[config.mk]
export PLATFORM = sky130hd
export DESIGN_NAME = sram_burst_master
export DESIGN_NICKNAME = d
export VERILOG_FILES = /design/src/rtl/sram_burst_pkg.sv /design/src/rtl/sram_rd_skid.sv /design/src/rtl/sram_burst_master.sv
export SDC_FILE = /design/constraint.sdc
export NUM_CORES = 1
export LEC_CHECK = 0
export BUFFER_PORTS_ARGS = -buffer_cell sky130_fd_sc_hd__buf_2
export CAP_MARGIN = 20
export CORE_ASPECT_RATIO = 0.75
export CORE_MARGIN = 2
export CORE_UTILIZATION = 35
export CTS_CLUSTER_DIAMETER = 40
export CTS_CLUSTER_SIZE = 10
export DETAILED_ROUTE_END_ITERATION = 7
export PLACE_DENSITY = 0.61
export SLEW_MARGIN = 10
export SYNTH_ARGS = -nofsm -noshare
export SYNTH_HDL_FRONTEND = slang
export SYNTH_HIERARCHICAL = 1
export SYNTH_SLANG_ARGS = --single-unit
[constraint.sdc]
create_clock -name clk -period 3.7 [get_ports clk]
set_clock_uncertainty 0.15 [all_clocks]
set_input_delay 0.37 -clock clk [delete_from_list [all_inputs] [get_ports clk]]
set_output_delay 0.37 -clock clk [all_outputs]
set_load 0.005 [all_outputs]
[src/rtl/sram_burst_pkg.sv]
// Shared definitions for the SRAM burst master: FSM state encoding,
// default datapath widths and the read skid FIFO depth.
package sram_burst_pkg;

  typedef enum logic [1:0] {
    ST_IDLE = 2'd0,
    ST_RD   = 2'd1,
    ST_WR   = 2'd2
  } state_e;

  localparam int DEF_DW     = 64;
  localparam int DEF_MW     = DEF_DW / 8;
  localparam int DEF_AW     = 12;
  localparam int FIFO_DEPTH = 2;

endpackage

[src/rtl/sram_rd_skid.sv]
// Two-entry FIFO holding read words as {last, data} on their way from the
// SRAM to the read stream. A push and a pop in the same cycle leave the
// count unchanged and keep the order.
module sram_rd_skid
  import sram_burst_pkg::*;
#(
  parameter int W = DEF_DW + 1
) (
  input  logic         clk,
  input  logic         rst_n,
  input  logic         i_push,
  input  logic [W-1:0] i_push_data,
  input  logic         i_pop,
  output logic [W-1:0] o_head,
  output logic [1:0]   o_cnt,
  output logic         o_valid
);

  logic [W-1:0] r_mem [FIFO_DEPTH];
  logic         r_wr_ptr;
  logic         r_rd_ptr;
  logic [1:0]   r_cnt;
  logic         w_push;
  logic         w_pop;

  assign o_valid = (r_cnt != 2'd0);
  assign o_cnt   = r_cnt;
  assign o_head  = r_mem[r_rd_ptr];
  assign w_pop   = i_pop & o_valid;
  assign w_push  = i_push & ((r_cnt != 2'(FIFO_DEPTH)) | w_pop);

  // Storage, pointers and occupancy count; reset flushes everything to zero.
  always_ff @(posedge clk or negedge rst_n) begin
    if (!rst_n) begin
      for (int i = 0; i < FIFO_DEPTH; i++) begin
        r_mem[i] <= {W{1'b0}};
      end
      r_wr_ptr <= 1'b0;
      r_rd_ptr <= 1'b0;
      r_cnt    <= 2'd0;
    end else begin
      if (w_push) begin
        r_mem[r_wr_ptr] <= i_push_data;
        r_wr_ptr        <= ~r_wr_ptr;
      end
      if (w_pop) begin
        r_rd_ptr <= ~r_rd_ptr;
      end
      case ({w_push, w_pop})
        2'b10:   r_cnt <= r_cnt + 2'd1;
        2'b01:   r_cnt <= r_cnt - 2'd1;
        default: r_cnt <= r_cnt;
      endcase
    end
  end

endmodule

[src/rtl/sram_burst_master.sv]
// Burst initiator for a single-port, 1-cycle-latency, byte-maskable SRAM.
// Accepts one read or write burst, issues one SRAM access per cycle and
// returns read data through a 2-entry skid FIFO.
// Optional feature macro: SRAM_BURST_WSTRB_EN adds the wr_strb port and uses
// it as the byte write mask; without it, writes update whole words.
module sram_burst_master
  import sram_burst_pkg::*;
#(
  parameter int DW = DEF_DW,
  parameter int MW = DEF_MW,
  parameter int AW = DEF_AW,
  parameter int LW = AW + 1
) (
  input  logic          clk,
  input  logic          rst_n,
  input  logic          cmd_valid,
  output logic          cmd_ready,
  input  logic          cmd_write,
  input  logic [AW-1:0] cmd_addr,
  input  logic [LW-1:0] cmd_len,
  input  logic          wr_valid,
  output logic          wr_ready,
  input  logic [DW-1:0] wr_data,
`ifdef SRAM_BURST_WSTRB_EN
  input  logic [MW-1:0] wr_strb,
`endif
  output logic          rd_valid,
  input  logic          rd_ready,
  output logic [DW-1:0] rd_data,
  output logic          rd_last,
  output logic          done,
  output logic          sram_cs,
  output logic          sram_we,
  output logic [MW-1:0] sram_wem,
  output logic [AW-1:0] sram_addr,
  output logic [DW-1:0] sram_din,
  input  logic [DW-1:0] sram_dout
);

  localparam logic [2:0] LP_DEPTH = 3'(FIFO_DEPTH);

  state_e        r_state;
  state_e        w_state_nxt;
  logic [AW-1:0] r_addr;
  logic [LW-1:0] r_rem;
  logic          r_rd_pend;
  logic          r_rd_pend_last;
  logic          r_done;
  logic          w_accept;
  logic          w_wr_issue;
  logic          w_rd_issue;
  logic          w_pop;
  logic          w_done_set;
  logic [2:0]    w_occ;
  logic [1:0]    w_fifo_cnt;
  logic          w_fifo_valid;
  logic [DW:0]   w_head;
  logic [MW-1:0] w_wem_wr;

  assign cmd_ready  = (r_state == ST_IDLE);
  assign wr_ready   = (r_state == ST_WR);
  assign w_accept   = cmd_valid & cmd_ready;
  assign w_wr_issue = wr_ready & wr_valid;
  assign w_pop      = w_fifo_valid & rd_ready;
  // Words already buffered or in flight after this cycle's pop; a new read
  // may only go out while that leaves room in the FIFO.
  assign w_occ      = {1'b0, w_fifo_cnt} + {2'b00, r_rd_pend} - {2'b00, w_pop};
  assign w_rd_issue = (r_state == ST_RD) && (r_rem != {LW{1'b0}}) && (w_occ < LP_DEPTH);

`ifdef SRAM_BURST_WSTRB_EN
  assign w_wem_wr = wr_strb;
`else
  assign w_wem_wr = {MW{1'b1}};
`endif

  assign rd_valid  = w_fifo_valid;
  assign rd_data   = w_head[DW-1:0];
  assign rd_last   = w_head[DW];
  assign done      = r_done;
  assign sram_addr = r_addr;

  sram_rd_skid #(
    .W (DW + 1)
  ) u_skid (
    .clk         (clk),
    .rst_n       (rst_n),
    .i_push      (r_rd_pend),
    .i_push_data ({r_rd_pend_last, sram_dout}),
    .i_pop       (rd_ready),
    .o_head      (w_head),
    .o_cnt       (w_fifo_cnt),
    .o_valid     (w_fifo_valid)
  );

  // SRAM pins: idle values except in the single cycle an access is issued.
  always_comb begin
    sram_cs  = 1'b0;
    sram_we  = 1'b0;
    sram_wem = {MW{1'b0}};
    sram_din = {DW{1'b0}};
    if (w_wr_issue) begin
      sram_cs  = 1'b1;
      sram_we  = 1'b1;
      sram_wem = w_wem_wr;
      sram_din = wr_data;
    end else if (w_rd_issue) begin
      sram_cs  = 1'b1;
    end else begin
      sram_cs  = 1'b0;
    end
  end

  // Next-state logic; completion requests the one-cycle done pulse.
  always_comb begin
    w_state_nxt = r_state;
    w_done_set  = 1'b0;
    case (r_state)
      ST_IDLE: begin
        if (cmd_valid) begin
          w_state_nxt = cmd_write ? ST_WR : ST_RD;
        end else begin
          w_state_nxt = ST_IDLE;
        end
      end
      ST_RD: begin
        if (w_pop && rd_last) begin
          w_state_nxt = ST_IDLE;
          w_done_set  = 1'b1;
        end else begin
          w_state_nxt = ST_RD;
        end
      end
      ST_WR: begin
        if (w_wr_issue && (r_rem == LW'(1))) begin
          w_state_nxt = ST_IDLE;
          w_done_set  = 1'b1;
        end else begin
          w_state_nxt = ST_WR;
        end
      end
      default: begin
        w_state_nxt = ST_IDLE;
      end
    endcase
  end

  // FSM state register.
  always_ff @(posedge clk or negedge rst_n) begin
    if (!rst_n) begin
      r_state <= ST_IDLE;
    end else begin
      r_state <= w_state_nxt;
    end
  end

  // Address/remaining counters, in-flight read flag and done pulse.
  always_ff @(posedge clk or negedge rst_n) begin
    if (!rst_n) begin
      r_addr         <= {AW{1'b0}};
      r_rem          <= {LW{1'b0}};
      r_rd_pend      <= 1'b0;
      r_rd_pend_last <= 1'b0;
      r_done         <= 1'b0;
    end else begin
      if (w_accept) begin
        r_addr <= cmd_addr;
        r_rem  <= (cmd_len == {LW{1'b0}}) ? LW'(1) : cmd_len;
      end else if (w_wr_issue || w_rd_issue) begin
        r_addr <= r_addr + AW'(1);
        r_rem  <= r_rem - LW'(1);
      end
      r_rd_pend      <= w_rd_issue;
      r_rd_pend_last <= w_rd_issue & (r_rem == LW'(1));
      r_done         <= w_done_set;
    end
  end

endmodule

==> impl_metrics.ini <==
[power]
peakVddDrop_v = 0.000398
p_leak_uw = 0.00545
pwr_density_cell_mw_per_mm2 = 810
total_power_uw = 8800

[synth]
syn-cell-area_mm2 = 0.00846
synthCells = 665
synth_nets = 835
synthArstFlopShare_pct = 100
synth_seq_cells = 164
yosysSeqAreaShare_pct = 48.5
synthFlopType = dfrtp_1
avgSynthCellArea_um2 = 12.7
ys_warn_count = 6
synth_cell_types = 46
synth_enable_flop_cells = 0

[critical_path]
cpPeakStageDelay_ns = 0.61
worstPathArrival_ns = 3.73
worstSetupEndpointType = flip-flop
startpoint_type = flip-flop
slowest_stage = or4b_2
cp_cell_sequence = or2_2 -> and2_1 -> ha_1 -> nand2b_1 -> fa_2 -> xnor2_2 -> a31oi_2 -> a31o_4 -> buf_4 -> or4b_2 -> a31oi_1
crit_type = reg -> reg
worstPathRequired_ns = 3.90
r2r_slack_ns = 0.17
crit_fanout = 15

[cts]
numCtsBuffers = 17
cts_tree = yes
root_buffer = clkbuf_16
cts_num_sinks = 164
htree_levels = 4
clkTransAtPathRegs_ns = 0.07
clk_latency_ns = 0.43
clockBufferDepth = 2

[grt]
grt_pass1_wl_um = 35500
grt_overflow = 0
grtUsageTotal_pct = 17.7
grt_max_degree = 75
first_global_vias = 6528
antenna_found_initial = 6

[timing]
setup_viol = 0
final.min_clock_period_ns = 3.53
maxSlewHeadroom_pct = 46.5
finalSetupTns_ns = 0
fmax_ghz = 0.283
period_share_pct = 95.5
hold_viol = 0
maxSlewViolCount = 0
tightest_slew_ns = 0.803

[detailed_routing]
antenna_left = 0
drtPass1Iterations = 5
drc = 0
vias = 6318
first_iter_violations = 223
wl_per_cell_um = 17.6
post_drt_via_cell_ratio = 4.91
wirelength_um = 22600

[finish]
drive_above_1_share_pct = 53.6
area_growth_pct = 28.4
layout_common_cells = buf_2 (312), dfrtp_1 (162), mux2_2 (95), and3_1 (64), mux2_4 (51)
final_common_cell = buf_2
nNetsFinal = 1134

[placement]
portBuffers = 313
dpl.hpwl_um = 16000
gp_congestion = 0.830

[floorplanning]
start_util_pct = 35.5
die_height_um = 139
rows = 49
fp.dieArea_mm2 = 0.0255
core_mm2 = 0.0238
num_io_pins = 314
die_w_um = 184

[run]
maxCapViolations = 0

[run_status]
status = completed

[hold_path]
holdCritPathClass = in -> reg
-- worst max-delay path: cells and delay by family (launching register included) --
family          cells  cell delay [ns]
xor+xnor            1             0.18
simple gates        4             1.28
compound gates      3             0.57
flops               1             0.45
fa+ha+maj           2             0.63
buf+inv             1             0.19
-- layout make-up --
cell class | count | area (um^2)
multi-input cells | 438 | 4000
clock buffers | 19 | 443
clock inverters | 11 | 129
fillers | 2232 | 13000
inverters | 11 | 41.3
well taps | 306 | 383
flip-flops and latches | 164 | 4110
diodes | 6 | 15.0
repair buffers | 332 | 1760
-- per-stage QoR --
stage | hold WS [ns] | utilization, % | cells | cell area [um^2] | setup WS [ns]
3_3_place_gp | 0.257 | 42.7 | 1243 | 10200 | 0.270
4_1_cts | 0.000956 | 45.4 | 1279 | 10800 | 0.0263
5_1_grt | 0.00930 | 45.6 | 1287 | 10900 | -0.00850
2_1_floorplan | -0.0756 | - | 665 | 8460 | 0.356
3_5_place_dp | 0.253 | 42.8 | 1244 | 10200 | 0.231
6_report | 0.0216 | 45.6 | 1287 | 10900 | 0.165
-- what timing repair did --
action	4_1_cts	5_1_grt
hold buffers	3	0
endpoints found under the setup margin	1	3
pin swaps	0	1
cloned	1	0
endpoints found under the hold margin	60	0
setup buffers	1	2
gates resized for setup	2	3
-- Yosys cell counts, types with 2 or more instances --
master / count / share of area (%)
o21ai_0: 5 / 0.30
xor2_1: 2 / 0.21
buf_4: 8 / 0.71
dfrtp_1: 164 / 48
nor3_1: 4 / 0.24
buf_2: 9 / 0.53
mux2_4: 51 / 9.0
o41ai_1: 3 / 0.31
or2_2: 2 / 0.15
o21ai_2: 2 / 0.21
and2_1: 4 / 0.30
mux2_1: 50 / 6.7
or3_1: 7 / 0.52
and3_1: 64 / 4.7
o31a_1: 2 / 0.21
inv_1: 11 / 0.49
o31ai_1: 9 / 0.80
nand3_1: 11 / 0.65
xnor2_1: 6 / 0.62
o211ai_1: 2 / 0.18
ha_1: 10 / 1.5
nor2_1: 31 / 1.4
a31oi_1: 20 / 1.5
nand2_1: 18 / 0.80
o21ai_1: 2 / 0.12
buf_6: 14 / 1.9
a21oi_1: 4 / 0.24
or4_1: 13 / 1.2
nor3b_2: 2 / 0.30
clkbuf_1: 21 / 0.93
nand2b_1: 3 / 0.22
mux2_2: 95 / 13
nor4_1: 3 / 0.22
-- report_power, final --
part | internal (uW) | switching (uW) | total, uW
Sequential | 2670 | 554 | 3220
Clock | 1010 | 746 | 1750
Combinational | 2190 | 1640 | 3830
Total | 5860 | 2940 | 8800
-- registers in the layout (all words and copies together), names as in the netlist --
register,count
r_rem,13
u_skid/r_wr_ptr,1
sram_addr,12
done,1
u_skid/o_cnt,2
r_rd_pend_last,1
u_skid/r_mem,130
r_rd_pend,1
r_state,2
u_skid/r_rd_ptr,1
-- path summary, 6_finish.rpt --
kind                                               from                      endpoint  cells after the start
setup / recovery            u_skid/o_cnt[1]$_DFFE_PN0P_          r_rem[3]$_DFFE_PN0P_                     11
hold / removal                               cmd_len[4]          r_rem[4]$_DFFE_PN0P_                      3
setup reg to reg            u_skid/o_cnt[1]$_DFFE_PN0P_          r_rem[3]$_DFFE_PN0P_                     11
hold reg to reg            u_skid/r_mem[76]$_DFFE_PN0P_  u_skid/r_mem[76]$_DFFE_PN0P_                      1
max in group asynchronous                         rst_n  u_skid/r_mem[58]$_DFFE_PN0P_                      3
min in group asynchronous                         rst_n  u_skid/r_mem[24]$_DFFE_PN0P_                      2
-- per-layer routing --
| layer | up-vias | track usage, % | part of all wire [%] |
|---|---|---|---|
| li1 | 3019 | - | - |
| met1 | 3045 | 24.1 | 47 |
| met2 | 231 | 26.8 | 45 |
| met3 | 23 | 4.70 | 6.6 |
| met4 | 0 | 7.07 | 2.0 |
| met5 | - | 0 | 0 |
-- kinds of logic (layout without fill, tap and decap cells) --
logic type	Yosys count	in the layout	share of synthesized area [%]
AOI/OAI and AO/OA	53	54	4.32
DFF	164	164	48.5
and+or+nand+nor	168	168	11.4
xor gates and xnor gates	8	8	0.828
buffers and inverters	64	373	4.76
adders and majority gates	11	11	1.71
muxes	197	197	28.5
other	0	6	0
Power figures use the tool's default switching activity.
